===== src/rtl/dm_pkg.sv =====
// Shared encodings for the data-memory access controller.
//   - request size encodings
//   - controller FSM states
//   - byte-enable patterns for each legal size/offset
package dm_pkg;

  localparam logic [1:0] SZ_BYTE = 2'b00;
  localparam logic [1:0] SZ_HALF = 2'b01;
  localparam logic [1:0] SZ_WORD = 2'b10;
  localparam logic [1:0] SZ_ILL  = 2'b11;

  typedef enum logic [1:0] {
    StIdle   = 2'b00,
    StAccess = 2'b01,
    StResp   = 2'b10
  } dm_state_e;

  localparam logic [3:0] BE_B0 = 4'b0001;
  localparam logic [3:0] BE_B1 = 4'b0010;
  localparam logic [3:0] BE_B2 = 4'b0100;
  localparam logic [3:0] BE_B3 = 4'b1000;
  localparam logic [3:0] BE_H0 = 4'b0011;
  localparam logic [3:0] BE_H1 = 4'b1100;
  localparam logic [3:0] BE_W  = 4'b1111;

endpackage


===== src/rtl/dm_load_ext.sv =====
// Load data extraction: selects the byte/half lane addressed by the low address bits
// and sign- or zero-extends it to 32 bits.
//   rd_i       memory read word
//   offset_i   byte offset within the word (addr[1:0])
//   size_i     access size (dm_pkg SZ_*)
//   unsigned_i 1 = zero-extend, 0 = sign-extend
//   rdata_o    extended result (0 for the illegal size)
module dm_load_ext (
  input  logic [31:0] rd_i,
  input  logic [1:0]  offset_i,
  input  logic [1:0]  size_i,
  input  logic        unsigned_i,
  output logic [31:0] rdata_o
);
  import dm_pkg::*;

  logic [7:0]  byte_v;
  logic [15:0] half_v;

  always_comb begin
    byte_v = rd_i[7:0];
    case (offset_i)
      2'd1:    byte_v = rd_i[15:8];
      2'd2:    byte_v = rd_i[23:16];
      2'd3:    byte_v = rd_i[31:24];
      default: byte_v = rd_i[7:0];
    endcase
    half_v = offset_i[1] ? rd_i[31:16] : rd_i[15:0];

    rdata_o = '0;
    case (size_i)
      SZ_BYTE: rdata_o = {{24{byte_v[7] & ~unsigned_i}}, byte_v};
      SZ_HALF: rdata_o = {{16{half_v[15] & ~unsigned_i}}, half_v};
      SZ_WORD: rdata_o = rd_i;
      default: rdata_o = '0;
    endcase
  end

endmodule


===== src/rtl/dm_access_ctrl.sv =====
// Initiator-side controller for the word-addressed, byte-enabled data memory.
// Takes one load/store at a time over req_valid/req_ready, drives the memory port from
// registers for exactly one ACCESS cycle, then returns the result on rsp_valid/rsp_ready.
// Misaligned, illegal-size and out-of-range requests skip the memory and respond with rsp_err.
//   Clk, Reset_n        clock and synchronous active-low reset
//   req_*               request channel (we, size, unsigned, byte address, right-aligned wdata)
//   rsp_*               response channel (extended load data, error flag)
//   A, BE, We, WD, RD   data-memory port (RD is combinational from A)
module dm_access_ctrl #(
  parameter int unsigned MEM_AW = 11,
  parameter int unsigned DW     = 32
) (
  input  logic              Clk,
  input  logic              Reset_n,
  input  logic              req_valid,
  output logic              req_ready,
  input  logic              req_we,
  input  logic [1:0]        req_size,
  input  logic              req_unsigned,
  input  logic [31:0]       req_addr,
  input  logic [DW-1:0]     req_wdata,
  output logic              rsp_valid,
  input  logic              rsp_ready,
  output logic [DW-1:0]     rsp_rdata,
  output logic              rsp_err,
  output logic [MEM_AW-1:0] A,
  output logic [3:0]        BE,
  output logic              We,
  output logic [DW-1:0]     WD,
  input  logic [DW-1:0]     RD
);
  import dm_pkg::*;

  dm_state_e         state_q, state_d;
  logic              we_q, we_d;
  logic [1:0]        size_q, size_d;
  logic              uns_q, uns_d;
  logic [1:0]        off_q, off_d;
  logic [MEM_AW-1:0] a_q, a_d;
  logic [3:0]        be_q, be_d;
  logic              mem_we_q, mem_we_d;
  logic [DW-1:0]     wd_q, wd_d;
  logic [DW-1:0]     rdata_q, rdata_d;
  logic              err_q, err_d;

  logic              req_err;
  logic [3:0]        req_be;
  logic [31:0]       ext_rdata;

  // Request legality: alignment by size, and nothing set above the memory's byte range.
  always_comb begin
    req_err = 1'b0;
    case (req_size)
      SZ_BYTE: req_err = 1'b0;
      SZ_HALF: req_err = req_addr[0];
      SZ_WORD: req_err = |req_addr[1:0];
      default: req_err = 1'b1;
    endcase
    if ((req_addr >> (MEM_AW + 2)) != 32'd0) req_err = 1'b1;
  end

  always_comb begin
    req_be = '0;
    case (req_size)
      SZ_BYTE: begin
        case (req_addr[1:0])
          2'd0:    req_be = BE_B0;
          2'd1:    req_be = BE_B1;
          2'd2:    req_be = BE_B2;
          default: req_be = BE_B3;
        endcase
      end
      SZ_HALF: req_be = req_addr[1] ? BE_H1 : BE_H0;
      SZ_WORD: req_be = BE_W;
      default: req_be = '0;
    endcase
  end

  dm_load_ext u_load_ext (
    .rd_i       (RD),
    .offset_i   (off_q),
    .size_i     (size_q),
    .unsigned_i (uns_q),
    .rdata_o    (ext_rdata)
  );

  always_comb begin
    state_d  = state_q;
    we_d     = we_q;
    size_d   = size_q;
    uns_d    = uns_q;
    off_d    = off_q;
    a_d      = a_q;
    wd_d     = wd_q;
    rdata_d  = rdata_q;
    err_d    = err_q;
    // Strobes live for the ACCESS cycle only; A and WD keep their last value.
    be_d     = '0;
    mem_we_d = 1'b0;

    unique case (state_q)
      StIdle: begin
        if (req_valid) begin
          we_d   = req_we;
          size_d = req_size;
          uns_d  = req_unsigned;
          off_d  = req_addr[1:0];
          if (req_err) begin
            state_d = StResp;
            err_d   = 1'b1;
            rdata_d = '0;
          end else begin
            state_d  = StAccess;
            err_d    = 1'b0;
            a_d      = req_addr[MEM_AW+1:2];
            be_d     = req_be;
            mem_we_d = req_we;
            if (req_we) wd_d = req_wdata;
          end
        end
      end
      StAccess: begin
        rdata_d = we_q ? '0 : ext_rdata;
        state_d = StResp;
      end
      StResp: begin
        if (rsp_ready) begin
          state_d = StIdle;
          err_d   = 1'b0;
          rdata_d = '0;
        end
      end
      default: state_d = StIdle;
    endcase
  end

  always_ff @(posedge Clk) begin
    if (!Reset_n) begin
      state_q  <= StIdle;
      we_q     <= 1'b0;
      size_q   <= SZ_BYTE;
      uns_q    <= 1'b0;
      off_q    <= 2'd0;
      a_q      <= '0;
      be_q     <= '0;
      mem_we_q <= 1'b0;
      wd_q     <= '0;
      rdata_q  <= '0;
      err_q    <= 1'b0;
    end else begin
      state_q  <= state_d;
      we_q     <= we_d;
      size_q   <= size_d;
      uns_q    <= uns_d;
      off_q    <= off_d;
      a_q      <= a_d;
      be_q     <= be_d;
      mem_we_q <= mem_we_d;
      wd_q     <= wd_d;
      rdata_q  <= rdata_d;
      err_q    <= err_d;
    end
  end

  assign req_ready = (state_q == StIdle);
  assign rsp_valid = (state_q == StResp);
  assign rsp_rdata = rdata_q;
  assign rsp_err   = err_q;
  assign A         = a_q;
  assign BE        = be_q;
  // A reset sampled on the ACCESS edge must not let the store commit.
  assign We        = mem_we_q & Reset_n;
  assign WD        = wd_q;

endmodule


===== config.mk =====
export PLATFORM = sky130hd
export DESIGN_NAME = dm_access_ctrl
export DESIGN_NICKNAME = d
export VERILOG_FILES = /design/src/rtl/dm_pkg.sv /design/src/rtl/dm_load_ext.sv /design/src/rtl/dm_access_ctrl.sv
export SDC_FILE = /design/constraint.sdc
export NUM_CORES = 1
export LEC_CHECK = 0
export BUFFER_PORTS_ARGS = -buffer_cell sky130_fd_sc_hd__buf_2
export CORE_MARGIN = 2
export CORE_UTILIZATION = 47
export DETAILED_ROUTE_END_ITERATION = 10
export PLACE_DENSITY = 0.86
export SLEW_MARGIN = 20
export SYNTH_ARGS = -nofsm -noshare
export SYNTH_HDL_FRONTEND = slang
export SYNTH_SLANG_ARGS = --single-unit

===== constraint.sdc =====
create_clock -name Clk -period 2.11 [get_ports Clk]
set_input_delay 0.1055 -clock Clk [delete_from_list [all_inputs] [get_ports Clk]]
set_output_delay 0.1055 -clock Clk [all_outputs]
set_load 0.005 [all_outputs]

==> results.json <==
{
  "intPower_mw": 2.48,
  "ys_ff_latch": 89,
  "design_area_um2": 5600,
  "fp.dieW_um": 96.9,
  "fp.coreArea_um2": 8300,
  "clock_sinks": 89,
  "status": "finished, final reports clean",
  "grt_pass1_wl_um": 21600,
  "clk_path_buf_depth": 2,
  "critPathCaptureType": "register",
  "start_util_pct": 48.8,
  "maxCapViolCount": 0,
  "die-height_um": 96.9,
  "yosysUniqueCellTypes": 37,
  "power_frac_seq_pct": 50.3,
  "p_per_area_nw_per_um2": 604,
  "rsz0062_at_grt": "false",
  "synth_edf_count": 0,
  "setup_viol_count_final": 0,
  "period_needed_ns": 1.94,
  "vias_per_cell": 5.74,
  "htree_levels": 3,
  "cp.arrival_ns": 2.22,
  "numCtsBuffers": 9,
  "drv_slew": 0,
  "vias": 4441,
  "drtIter0Drc": 226,
  "layout_common_cells": "buf_2, nand2_1, dfxtp_1",
  "antenna_found_initial": 0,
  "dieArea_um2": 9380,
  "start_kind": "register",
  "syn_inst": 460,
  "final_common_cell": "buf_2",
  "clk_pin_slew_ns": 0.09,
  "overflow": 0,
  "drive_gt1_share_pct": 34.1,
  "p_sw_uw": 903,
  "setup_slack_ns": 0.170,
  "wirelength_um": 13500,
  "synth.cell_area_um2": 4050,
  "seq_area_frac_synth_pct": 44.0,
  "grt_max_degree": 123,
  "ctsResizeCount": 0,
  "drc": 0,
  "crit_type": "register to register",
  "postCtsSetupBuffers": 0,
  "firstDrtPassIters": 7,
  "whs_ns": 0.00785,
  "cts_tree": "yes",
  "syn_nets": 564,
  "ys_warn_count": 0,
  "final-hold-violation-count": 0,
  "fin_setup_tns_ns": 0,
  "grt_pass1_vias": 4429,
  "required_ns": 2.39,
  "power.share.clock_pct": 34.8,
  "io_pins": 187,
  "p_leak_nw": 2.73,
  "hpwlAfterDp_um": 8740,
  "synth_area_leader_cell": "dfxtp_1",
  "place_congestion": 0.945,
  "synth.area.top_cells": "dfxtp_1, mux2i_1, nand2_1, nand4_1, o22ai_1",
  "skew_ns": 0.00674,
  "path_max_fanout": 16,
  "grt_usage_pct": 27.8,
  "hp-class": "primary input to register",
  "finalCritPeriodShare_pct": 91.9,
  "ctsHoldBuffers": 38,
  "cts-root-buf": "clkbuf_8",
  "slew_headroom_pct": 39.2,
  "synth_flop_cell": "dfxtp_1",
  "nets": 768,
  "async_flop_share_pct": 0,
  "synth_area_per_cell_um2": 8.81,
  "dpl-instance-area_um2": 5030,
  "row_count": 33,
  "max_freq_mhz": 515,
  "wl_per_cell_um": 17.4,
  "antenna_cells": 0,
  "tightest_slew_ns": 0.894,
  "netlist.area_leader.share_pct": 44.0,
  "io_buffer_count": 186,
  "instances_no_fill": 774,
  "p_sw_share_pct": 26.7,
  "syn2layout_area_growth_pct": 38.1,
  "pre_cts_slack_ns": 0.221,
  "vdd_drop_max_v": 0.000357,
  "combPwrFrac_pct": 14.9,
  "drtAntennaViolNets": 0,
  "n_fill_cell": 624,
  "insertion_delay_ns": 0.35,
  "placed_cells": 720
}
-- metal layers --
layer | global-route usage, % | up-vias | wire length, um
met1 | 31.2 | 2013 | 4970
li1 | - | 2079 | -
met4 | 12.7 | 0 | 457
met3 | 9.90 | 46 | 1600
met2 | 47.2 | 303 | 6460
met5 | 0 | - | 0
-- Yosys cell counts, drive strengths merged (5+ instances only) --
library cell / number
nand2: 101
dfxtp: 89
mux2i: 46
nand4: 35
o22ai: 33
clkbuf: 26
a22oi: 16
buf: 16
a21oi: 14
nor2b: 8
a221oi: 7
a311oi: 7
mux2: 7
nand2b: 7
nor2: 7
nor4bb: 7
inv: 6
o21ai: 5
-- cell type report --
cell class              instances  area [um^2]  area share (%)
repair buffers                235         1410            25.2
inverters                       6         22.5           0.402
well taps                     105          131            2.35
flip-flops and latches         89         1780            31.8
multi-input cells             323         2060            36.8
clock buffers                   9          124            2.21
clock inverters                 7         68.8            1.23
-- power groups by stage --
stage,combinational (mW),clock (mW),sequential [mW]
after floorplan,0.261,0,1.73
after global placement,0.421,0,1.74
after detailed placement,0.434,0,1.74
after CTS,0.489,1.20,1.70
after global routing,0.546,1.25,1.70
final,0.504,1.17,1.70
-- final timing paths --
| kind | slack, ns | cells past startpoint | to | from |
|---|---|---|---|---|
| worst min-delay path | 0.008 | 3 | WD[31] | req_wdata[31] |
| worst min register to register | 0.46 | 2 | we_q | we_q |
| worst max-delay path | 0.17 | 4 | rsp_rdata[19] | off_q[1] |
| worst max register to register | 0.17 | 4 | rsp_rdata[19] | off_q[1] |
-- critical path, stage by stage (launching register included) --
cell and delay [ns]:
dfxtp_1 0.56, mux2i_1 0.18, mux2i_2 0.73, a22oi_1 0.22, o22ai_1 0.17
-- state kept, by name, indices dropped and copies added, names as in the netlist --
signal and count:
WD 32, rsp_rdata 32, A 11, BE 4
off_q 2, size_q 2, state_q 2, mem_we_q 1
rsp_err 1, uns_q 1, we_q 1
-- through the flow --
step                power [mW]  util [%]
finish                    3.38      67.5
global route              3.50      67.5
CTS                       3.39      67.5
detailed placement        2.18      60.6
global placement          2.16      60.5
floorplan                 2.00         -
-- cell families (layout without fill, tap and decap cells) --
logic type      after synthesis  after routing  share of synthesized area, %
simple gates                182            182                          22.4
flops                        89             89                          44.0
compound gates               87             87                          14.4
mux                          54             54                          13.9
buf+inv                      48            257                          5.37
Note: power is estimated with default switching activity, not from simulation.
